**src/rtl/ppr_reduce.sv**
```systemverilog
// Registered 4:2 compressor row for the 8x8 Booth multiplier: folds four partial products
// and three sign-extension bits into 13-bit sum/carry vectors, one cycle of latency.
module ppr_reduce (
  input  logic        clk,
  input  logic        reset,
  input  logic        in_valid,
  input  logic [8:0]  pp0,
  input  logic [8:0]  pp1,
  input  logic [8:0]  pp2,
  input  logic [8:0]  pp3,
  input  logic        sign0,
  input  logic        sign1,
  input  logic        sign2,
  output logic [12:0] sum,
  output logic [12:0] carry,
  output logic        out_valid
);

  logic [12:0] col_i1, col_i2, col_i3, col_i4;
  logic [12:0] col_t;
  logic [13:0] chain;
  logic [12:0] sum_d, sum_q;
  logic [12:0] carry_d, carry_q;
  logic        out_valid_d, out_valid_q;

  // Column k of each vector is the k-th input of compressor k; pp0[1:0] never reach a column.
  always_comb begin
    col_i1 = {{6{sign0}}, pp0[8:2]};
    col_i2 = {{4{sign1}}, pp1};
    col_i3 = {{2{sign2}}, pp2, 2'b00};
    col_i4 = {pp3, 4'b0000};
  end

  always_comb begin
    chain    = '0;
    col_t    = '0;
    sum_d    = '0;
    carry_d  = '0;
    chain[0] = 1'b0;
    for (int k = 0; k < 13; k++) begin
      col_t[k]     = col_i1[k] ^ col_i2[k] ^ col_i3[k];
      chain[k+1]   = (col_i1[k] & col_i2[k]) | (col_i1[k] & col_i3[k]) |
                     (col_i2[k] & col_i3[k]);
      sum_d[k]     = col_t[k] ^ chain[k] ^ col_i4[k];
      carry_d[k]   = (col_t[k] & (chain[k] ^ col_i4[k])) | (chain[k] & col_i4[k]);
    end
    out_valid_d = in_valid;
  end

  always_ff @(posedge clk) begin
    if (reset) begin
      sum_q       <= '0;
      carry_q     <= '0;
      out_valid_q <= 1'b0;
    end else begin
      sum_q       <= sum_d;
      carry_q     <= carry_d;
      out_valid_q <= out_valid_d;
    end
  end

  assign sum       = sum_q;
  assign carry     = carry_q;
  assign out_valid = out_valid_q;

endmodule

```
**config.mk**
```make
export PLATFORM = sky130hd
export DESIGN_NAME = ppr_reduce
export DESIGN_NICKNAME = d
export VERILOG_FILES = /design/src/rtl/ppr_reduce.sv
export SDC_FILE = /design/constraint.sdc
export NUM_CORES = 1
export LEC_CHECK = 0
export CAP_MARGIN = 10
export CORE_MARGIN = 2
export CORE_UTILIZATION = 41
export CTS_CLUSTER_DIAMETER = 150
export DETAILED_ROUTE_END_ITERATION = 10
export GPL_TIMING_DRIVEN = 0
export PLACE_DENSITY = 0.84
export SETUP_SLACK_MARGIN = 0.1
export SYNTH_ARGS = -nofsm -noshare
export SYNTH_HDL_FRONTEND = slang
export SYNTH_SLANG_ARGS = --single-unit
```
**constraint.sdc**
```tcl
create_clock -name clk -period 3.3 [get_ports clk]
set_input_delay 0.33 -clock clk [delete_from_list [all_inputs] [get_ports clk]]
set_output_delay 0.33 -clock clk [all_outputs]
set_load 0.01 [all_outputs]
```
==> results.toml, run 1 <==
[yosys]
syn_avg_cell_area_sq_um = 10.7
syn_inst = 116
seq_area_frac_synth_pct = 41.8
synthDistinctLibCells = 9
synth-seq-cells = 26
synth_fp_nets = 182
synth_area_sq_um = 1250
yosys_warnings = 0

[floorplanning]
ios = 69
die_x_microns = 59.1
dieArea_sq_um = 3500
initial_core_util_pct = 41.8
coreArea_sq_um = 2980
die_y_microns = 59.1
rows = 20

[power_and_ir_drop]
power.density_nw_per_um2 = 389
p_leak_nw = 0.937
vdd.ir_drop.worst_v = 0.000190

[placed_design]
place_area_sq_um = 1940
hpwl_mm = 2.20
place_congestion = 0.740
port_buffers = 65

[timing]
period_needed_ps = 1880
rsz0062_at_grt = "no"
fmax_mhz = 532
min_period_over_period_pct = 57.0
report.final.slew_viol_count = 0
setup_violations = 0
hold_viol = 0
setup_tns_ps = 0

[cts]
cts_root_buf = "clkbuf_4"
cts_resized = 0
htree_levels = 1
cts_tree = "yes"
cts_setup_buffers = 0
cts_max_path_buffers = 2
cts_hold_buffers = 0
cts_sinks = 26
clk_pin_slew_ps = 130
cts_buffers = 3

[critical_path]
required_ps = 3560
critPathMaxFanout = 5
cp-start-kind = "input pin"
crit_path_end_kind = "register"
crit_type = "input pin to register"
worstPathArrival_ps = 2140

[route]
viasPerCell = 4.21
drtAntennaViolNets = 0
num_vias = 917
wire_per_inst_microns = 11.4
drtIter0Drc = 14
totalWireLength_mm = 2.50
post-route-drc-count = 0
dr.pass1.iters = 4

[worst_hold_path]
min_path_cells = 2
hp-class = "input pin to register"

[finish]
stdcell_area_sq_um = 1970
nets = 252
drive_gt1_share_pct = 3.78
n_antenna_cell = 0
area_growth_pct = 58.4
fin_util_pct = 66.3

[job]
drv_cap = 0

[run_status]
status = "complete, no violations"

[global_routing]
grt_pass1_vias = 1004
grt_use_total_pct = 15.8
grt_pass1_wl_mm = 4.13
globalRouteOverflowTotal = 0
grt_max_degree = 15
antenna_found_initial = 0
## worst max-delay path, cell delays in order
cell and delay (ps):
clkdlybuf4s50_1 460, inv_1 150, fa_1 650, fa_1 440, nor2_1 110
## state kept, by name, summed over array words and instances, names as in the netlist
| signal | count |
|---|---|
| sum | 13 |
| out_valid | 1 |
| carry | 12 |
## placed cells by master (no fill, tap or decap)
cell and instances:
fa_1 19, dfxtp_1 26, inv_1 36, clkdlybuf4s50_1 65
clkbuf_8 1, conb_1 1, clkbuf_4 3, and2b_1 3
nor2b_1 5, nor2_1 18, buf_4 3, ha_1 5
## cell usage after synthesis
library cell  count  area, sq um
inv_1            36          135
dfxtp_1          26          521
fa_1             19          380
nor2_1           18         67.6
ha_1              5         62.6
nor2b_1           5         31.3
and2b_1           3         22.5
buf_4             3         22.5
conb_1            1         3.75
## per-layer routing
layer	global-route usage (%)	part of all wire [%]	up-vias	wire, microns
met5	0	0	-	0
met4	3.90	0.24	0	6
met3	3.71	8.2	2	204
met2	29.5	53	43	1330
met1	18.1	38	422	952
li1	-	-	450	-
## kinds of logic after synthesis
group                    share of synthesized area, %
buffers and inverters                            12.7
AND/OR/NAND/NOR                                  9.74
flip-flops                                       41.8
adder cells (fa/ha/maj)                          35.5
other                                           0.301
## path summary, 6_finish.rpt
path / start / end / slack [ps]
setup / recovery: sign0 / sum[11] / 1420
hold / removal: in_valid / out_valid / 590
## report_power, final
group | internal [W] | leakage [nW] | total, W | switching (W)
sequential | 0.000352 | 0.216 | 0.000361 | 0.00000959
combinational | 0.000151 | 0.700 | 0.000252 | 0.000100
clock | 0.0000673 | 0.0210 | 0.000156 | 0.0000883
## stage by stage
stage	std cells	hold WS [ps]	total power [W]	worst slack, ps
CTS	218	584	0.000781	1420
finish	218	589	0.000769	1420
global placement	214	917	0.000612	1110
detailed placement	214	925	0.000624	1080
global route	218	570	0.000823	1360
floorplan	116	402	0.000477	1640
## area by class of cell
type | count | area [sq um]
fill | 237 | 1000
timing repair buffer | 65 | 651
multi-input combinational | 51 | 568
sequential | 26 | 520
inverter | 36 | 135
tap | 33 | 41.3
clock buffer | 4 | 36.3
buffer | 3 | 22.5
(Power assumes the default switching activity.)
==> inputs of run 2 (changes only) <==
--- a/config.mk
+++ b/config.mk
@@ -7,11 +7,11 @@
 export LEC_CHECK = 0
 export CAP_MARGIN = 10
 export CORE_MARGIN = 2
-export CORE_UTILIZATION = 41
+export CORE_UTILIZATION = 34
 export CTS_CLUSTER_DIAMETER = 150
 export DETAILED_ROUTE_END_ITERATION = 10
 export GPL_TIMING_DRIVEN = 0
-export PLACE_DENSITY = 0.84
+export PLACE_DENSITY = 0.74
 export SETUP_SLACK_MARGIN = 0.1
 export SYNTH_ARGS = -nofsm -noshare
 export SYNTH_HDL_FRONTEND = slang
==> constraint.sdc (replaced) <==
create_clock -name clk -period 1.62 [get_ports clk]
set_input_delay 0.162 -clock clk [delete_from_list [all_inputs] [get_ports clk]]
set_output_delay 0.162 -clock clk [all_outputs]
set_load 0.01 [all_outputs]
==> run 2 against run 1 <==
Critical path depth unchanged. Non-clock buffer count stayed put. Die area is 19% higher. Combinational power up 100%. Cell area is 0.95% higher. Utilization shrank 8.0 points. Clock-buffer cell count unchanged.
==> results.toml, run 2 (synthesis results as in run 1) <==
[run_status]
status = "complete, no violations"

[placed_design]
placed_cells = 227
place_congestion = 0.712
hpwl_mm = 2.16
port_buffers = 65
pre_cts_ws_ps = -407

[finish]
largest_reg_flops = 13
area_growth_pct = 59.9
stdcell_count = 231
layout_commonest_cell = "clkdlybuf4s50_1"
layout_common_cells = "clkdlybuf4s50_1 (62), inv_1 (33), dfxtp_1 (26)"
n_antenna_cell = 0
nets = 252
fin_util_pct = 58.4
drive_gt1_share_pct = 5.95

[cts]
cts_sinks = 26
cts_hold_buffers = 0
clk_pin_slew_ps = 140
cts_setup_buffers = 0
cts_root_buf = "clkbuf_4"
cts_tree = "yes"
cts_buffers = 3
htree_levels = 1
cts_max_path_buffers = 2

[power_and_ir_drop]
p_leak_nw = 0.945
power.density_nw_per_um2 = 784
total_power_w = 0.00156
vdd.ir_drop.worst_v = 0.000299

[floorplanning]
coreArea_sq_um = 3420
rows = 21
dieArea_sq_um = 4170
die_x_microns = 64.5
ios = 69
die_y_microns = 64.5
initial_core_util_pct = 36.5

[timing]
setup_violations = 0
fmax_mhz = 666
min_period_over_period_pct = 92.7
report.final.slew_viol_count = 0
hold_viol = 0
worst_slack_ps = 118
period_needed_ps = 1500
hold_ws_ps = 425
rsz0062_at_grt = "yes"

[route]
num_vias = 914
wire_per_inst_microns = 10.7
dr.pass1.iters = 4
drtIter0Drc = 3
post-route-drc-count = 0
viasPerCell = 3.96
drtAntennaViolNets = 0
totalWireLength_mm = 2.48

[critical_path]
crit_type = "input pin to register"
cp-start-kind = "input pin"
cpMostUsedCell = "fa_1"
critPathMaxFanout = 1
crit_path_cell_trace = "clkdlybuf4s50_1 > inv_1 > fa_1 > fa_1 > nor2_1"
crit_path_end_kind = "register"
worstPathArrival_ps = 1730
critPathSlowestCell = "fa_1"
required_ps = 1850
cpPeakStageDelay_ps = 520

[global_routing]
antenna_found_initial = 0
grt_use_total_pct = 13.3
grt_pass1_vias = 984
grt_pass1_wl_mm = 4.24
globalRouteOverflowTotal = 0
grt_max_degree = 15

[worst_hold_path]
hp-class = "input pin to register"

[job]
drv_cap = 0
==> run 2: cell count changes in the layout (fill, tap and decap cells not counted) <==
cell             previous run  this run
clkdlybuf4s50_1            65        62
inv_1                      36        33
inv_2                       0         3
dlygate4sd2_1               0         2
dlymetal6s2s_1              0         1
fa_1                       19        18
fa_2                        0         1
==> run 2: critical path: cells and delay by family <==
kind,cells,cell delay (ps)
fa+ha+maj,2,1020
buf+inv,2,500
simple gates,1,40
==> run 2: cell type report <==
type	count	area (sq um)
sequential	26	520
fill	309	1420
multi-input combinational	51	571
timing repair buffer	65	651
clock buffer	4	36.3
tap	46	57.6
inverter	36	135
buffer	3	22.5
==> run 2: worst paths after layout <==
kind / start / endpoint / slack, ps / cells after the start
hold / removal: in_valid / out_valid / 430 / 2
setup / recovery: pp2[3] / sum[5] / 120 / 5
==> run 2: repair_timing <==
action                                  CTS  global route
pin swaps                                 8            11
endpoints found under the setup margin   11             6
gates resized for setup                   6             1
endpoints found under the hold margin     0             0
==> run 2: routing by layer <==
layer  GRT usage (%)  wire [microns]
met1            14.8            1000
met2            24.1            1230
met3            3.82             237
met4            4.79              10
met5               0               0
==> run 2: through the flow <==
step / instance area [sq um] / TNS, ps
after floorplan: 1250 / 0
after global placement: 1950 / -5030
after detailed placement: 1950 / -5420
after CTS: 1990 / 0
after global routing: 1990 / 0
final: 1990 / 0
==> run 2: where the power goes <==
group          internal [W]  switching [W]  total (W)
Sequential         0.000717      0.0000196   0.000736
Combinational      0.000305       0.000202   0.000507
Clock              0.000137       0.000182   0.000320
==> inputs of run 3 (changes only) <==
--- a/config.mk
+++ b/config.mk
@@ -7,11 +7,11 @@
 export LEC_CHECK = 0
 export CAP_MARGIN = 10
 export CORE_MARGIN = 2
-export CORE_UTILIZATION = 34
+export CORE_UTILIZATION = 38
 export CTS_CLUSTER_DIAMETER = 150
 export DETAILED_ROUTE_END_ITERATION = 10
 export GPL_TIMING_DRIVEN = 0
-export PLACE_DENSITY = 0.74
+export PLACE_DENSITY = 0.78
 export SETUP_SLACK_MARGIN = 0.1
 export SYNTH_ARGS = -nofsm -noshare
 export SYNTH_HDL_FRONTEND = slang
==> constraint.sdc (replaced) <==
create_clock -name clk -period 1.4 [get_ports clk]
set_input_delay 0.14 -clock clk [delete_from_list [all_inputs] [get_ports clk]]
set_output_delay 0.14 -clock clk [all_outputs]
set_load 0.01 [all_outputs]
==> run 3 against run 2 <==
Cell area down 1.3%. Die area decreased by 9.9%. Final cell count stayed put. First-iteration DRC count grew to 8.3 times the previous value.
==> results.toml, run 3 (synthesis results as in run 1) <==
[global_routing]
antenna_found_initial = 0
grt_pass1_vias = 961
grt_use_total_pct = 16.2
grt_pass1_wl_mm = 4.31
grt_max_degree = 16
globalRouteOverflowTotal = 0

[finish]
drive_gt1_share_pct = 11.8
area_growth_pct = 57.9
n_antenna_cell = 0
fin_util_pct = 63.9
largest_reg_flops = 13
nets = 254
layout_common_cells = "dlygate4sd2_1 (48), inv_1 (27), dfxtp_1 (26)"
layout_commonest_cell = "dlygate4sd2_1"

[critical_path]
cp-start-kind = "input pin"
crit_type = "input pin to register"
cp-startpoint = "sign2"
crit_path_end_kind = "register"
worstPathArrival_ps = 1490
critPathMaxFanout = 2
required_ps = 1630
critical_path.endpoint = "sum[11]"

[cts]
cts_sinks = 26
cts_hold_buffers = 0
cts_tree = "yes"
clk_pin_slew_ps = 140
cts_max_path_buffers = 2
htree_levels = 1
cts_root_buf = "clkbuf_4"
cts_buffers = 3

[route]
totalWireLength_mm = 2.61
viasPerCell = 3.95
wire_per_inst_microns = 11.3
num_vias = 912
drtAntennaViolNets = 0
dr.pass1.iters = 4
post-route-drc-count = 0
drtIter0Drc = 25

[floorplanning]
rows = 20
ios = 69
coreArea_sq_um = 3080
dieArea_sq_um = 3750
die_y_microns = 61.3
initial_core_util_pct = 40.5
die_x_microns = 61.3

[worst_hold_path]
hp-class = "input pin to register"
worstHoldStart = "in_valid"

[timing]
setup_violations = 0
period_needed_ps = 1260
hold_ws_ps = 382
report.final.slew_viol_count = 0
fmax_mhz = 792
worst_slack_ps = 138
rsz0062_at_grt = "no"
hold_viol = 0
min_period_over_period_pct = 90.2

[job]
drv_cap = 0

[power_and_ir_drop]
vdd.ir_drop.worst_v = 0.000498
power.density_nw_per_um2 = 950
p_leak_nw = 1.06

[placed_design]
port_buffers = 65
pre_cts_ws_ps = -624
hpwl_mm = 2.21
place_congestion = 0.703

[run_status]
status = "complete, no violations"
## run 3: worst min path at each step
stage	to	slack, ps	cells after the start
floorplan	carry[3]	210	1
global placement	out_valid	730	2
detailed placement	out_valid	740	2
CTS	out_valid	370	2
global route	out_valid	390	2
finish	out_valid	380	2
## run 3: metrics by stage
step / area, sq um / total power (W) / instances / TNS [ps]
after floorplan: 1250 / 0.00112 / 116 / -17.0
after global placement: 1960 / 0.00144 / 225 / -9610
after detailed placement: 1960 / 0.00147 / 225 / -10070
after CTS: 1970 / 0.00190 / 231 / 0
after global routing: 1970 / 0.00199 / 231 / 0
final: 1970 / 0.00187 / 231 / 0
## run 3: layout make-up
class,instances,area (sq um)
fillers,291,1110
multi-input cells,51,573
clock inverters,1,30.0
plain buffers,3,22.5
inverters,36,139
well taps,44,55.1
flip-flops and latches,26,520
clock buffers,3,22.5
repair buffers,67,606
## run 3: routing by layer
layer / global-route usage [%] / wire length (microns) / part of all wire [%] / up-vias
met2: 29.3 / 1340 / 51 / 44
met4: 6.52 / 23 / 0.88 / 0
met3: 1.89 / 225 / 8.6 / 2
met5: 0 / 0 / 0 / -
met1: 19.6 / 1020 / 39 / 412
li1: - / - / - / 454
## run 3: power by group
group	switching [W]	leakage (nW)	internal, W
Sequential	0.0000195	0.216	0.000829
Combinational	0.000239	0.812	0.000276
Clock	0.000217	0.0279	0.000289
## run 3: repair_timing
action	CTS	global route
gates resized for setup	68	0
pin swaps	26	5
endpoints found under the setup margin	47	3
setup buffers	2	0
## run 3: worst max-delay path, stage by stage
cell and delay (ps):
dlygate4sd2_1 230, inv_1 70, fa_2 470, fa_1 550, nor2_1 40
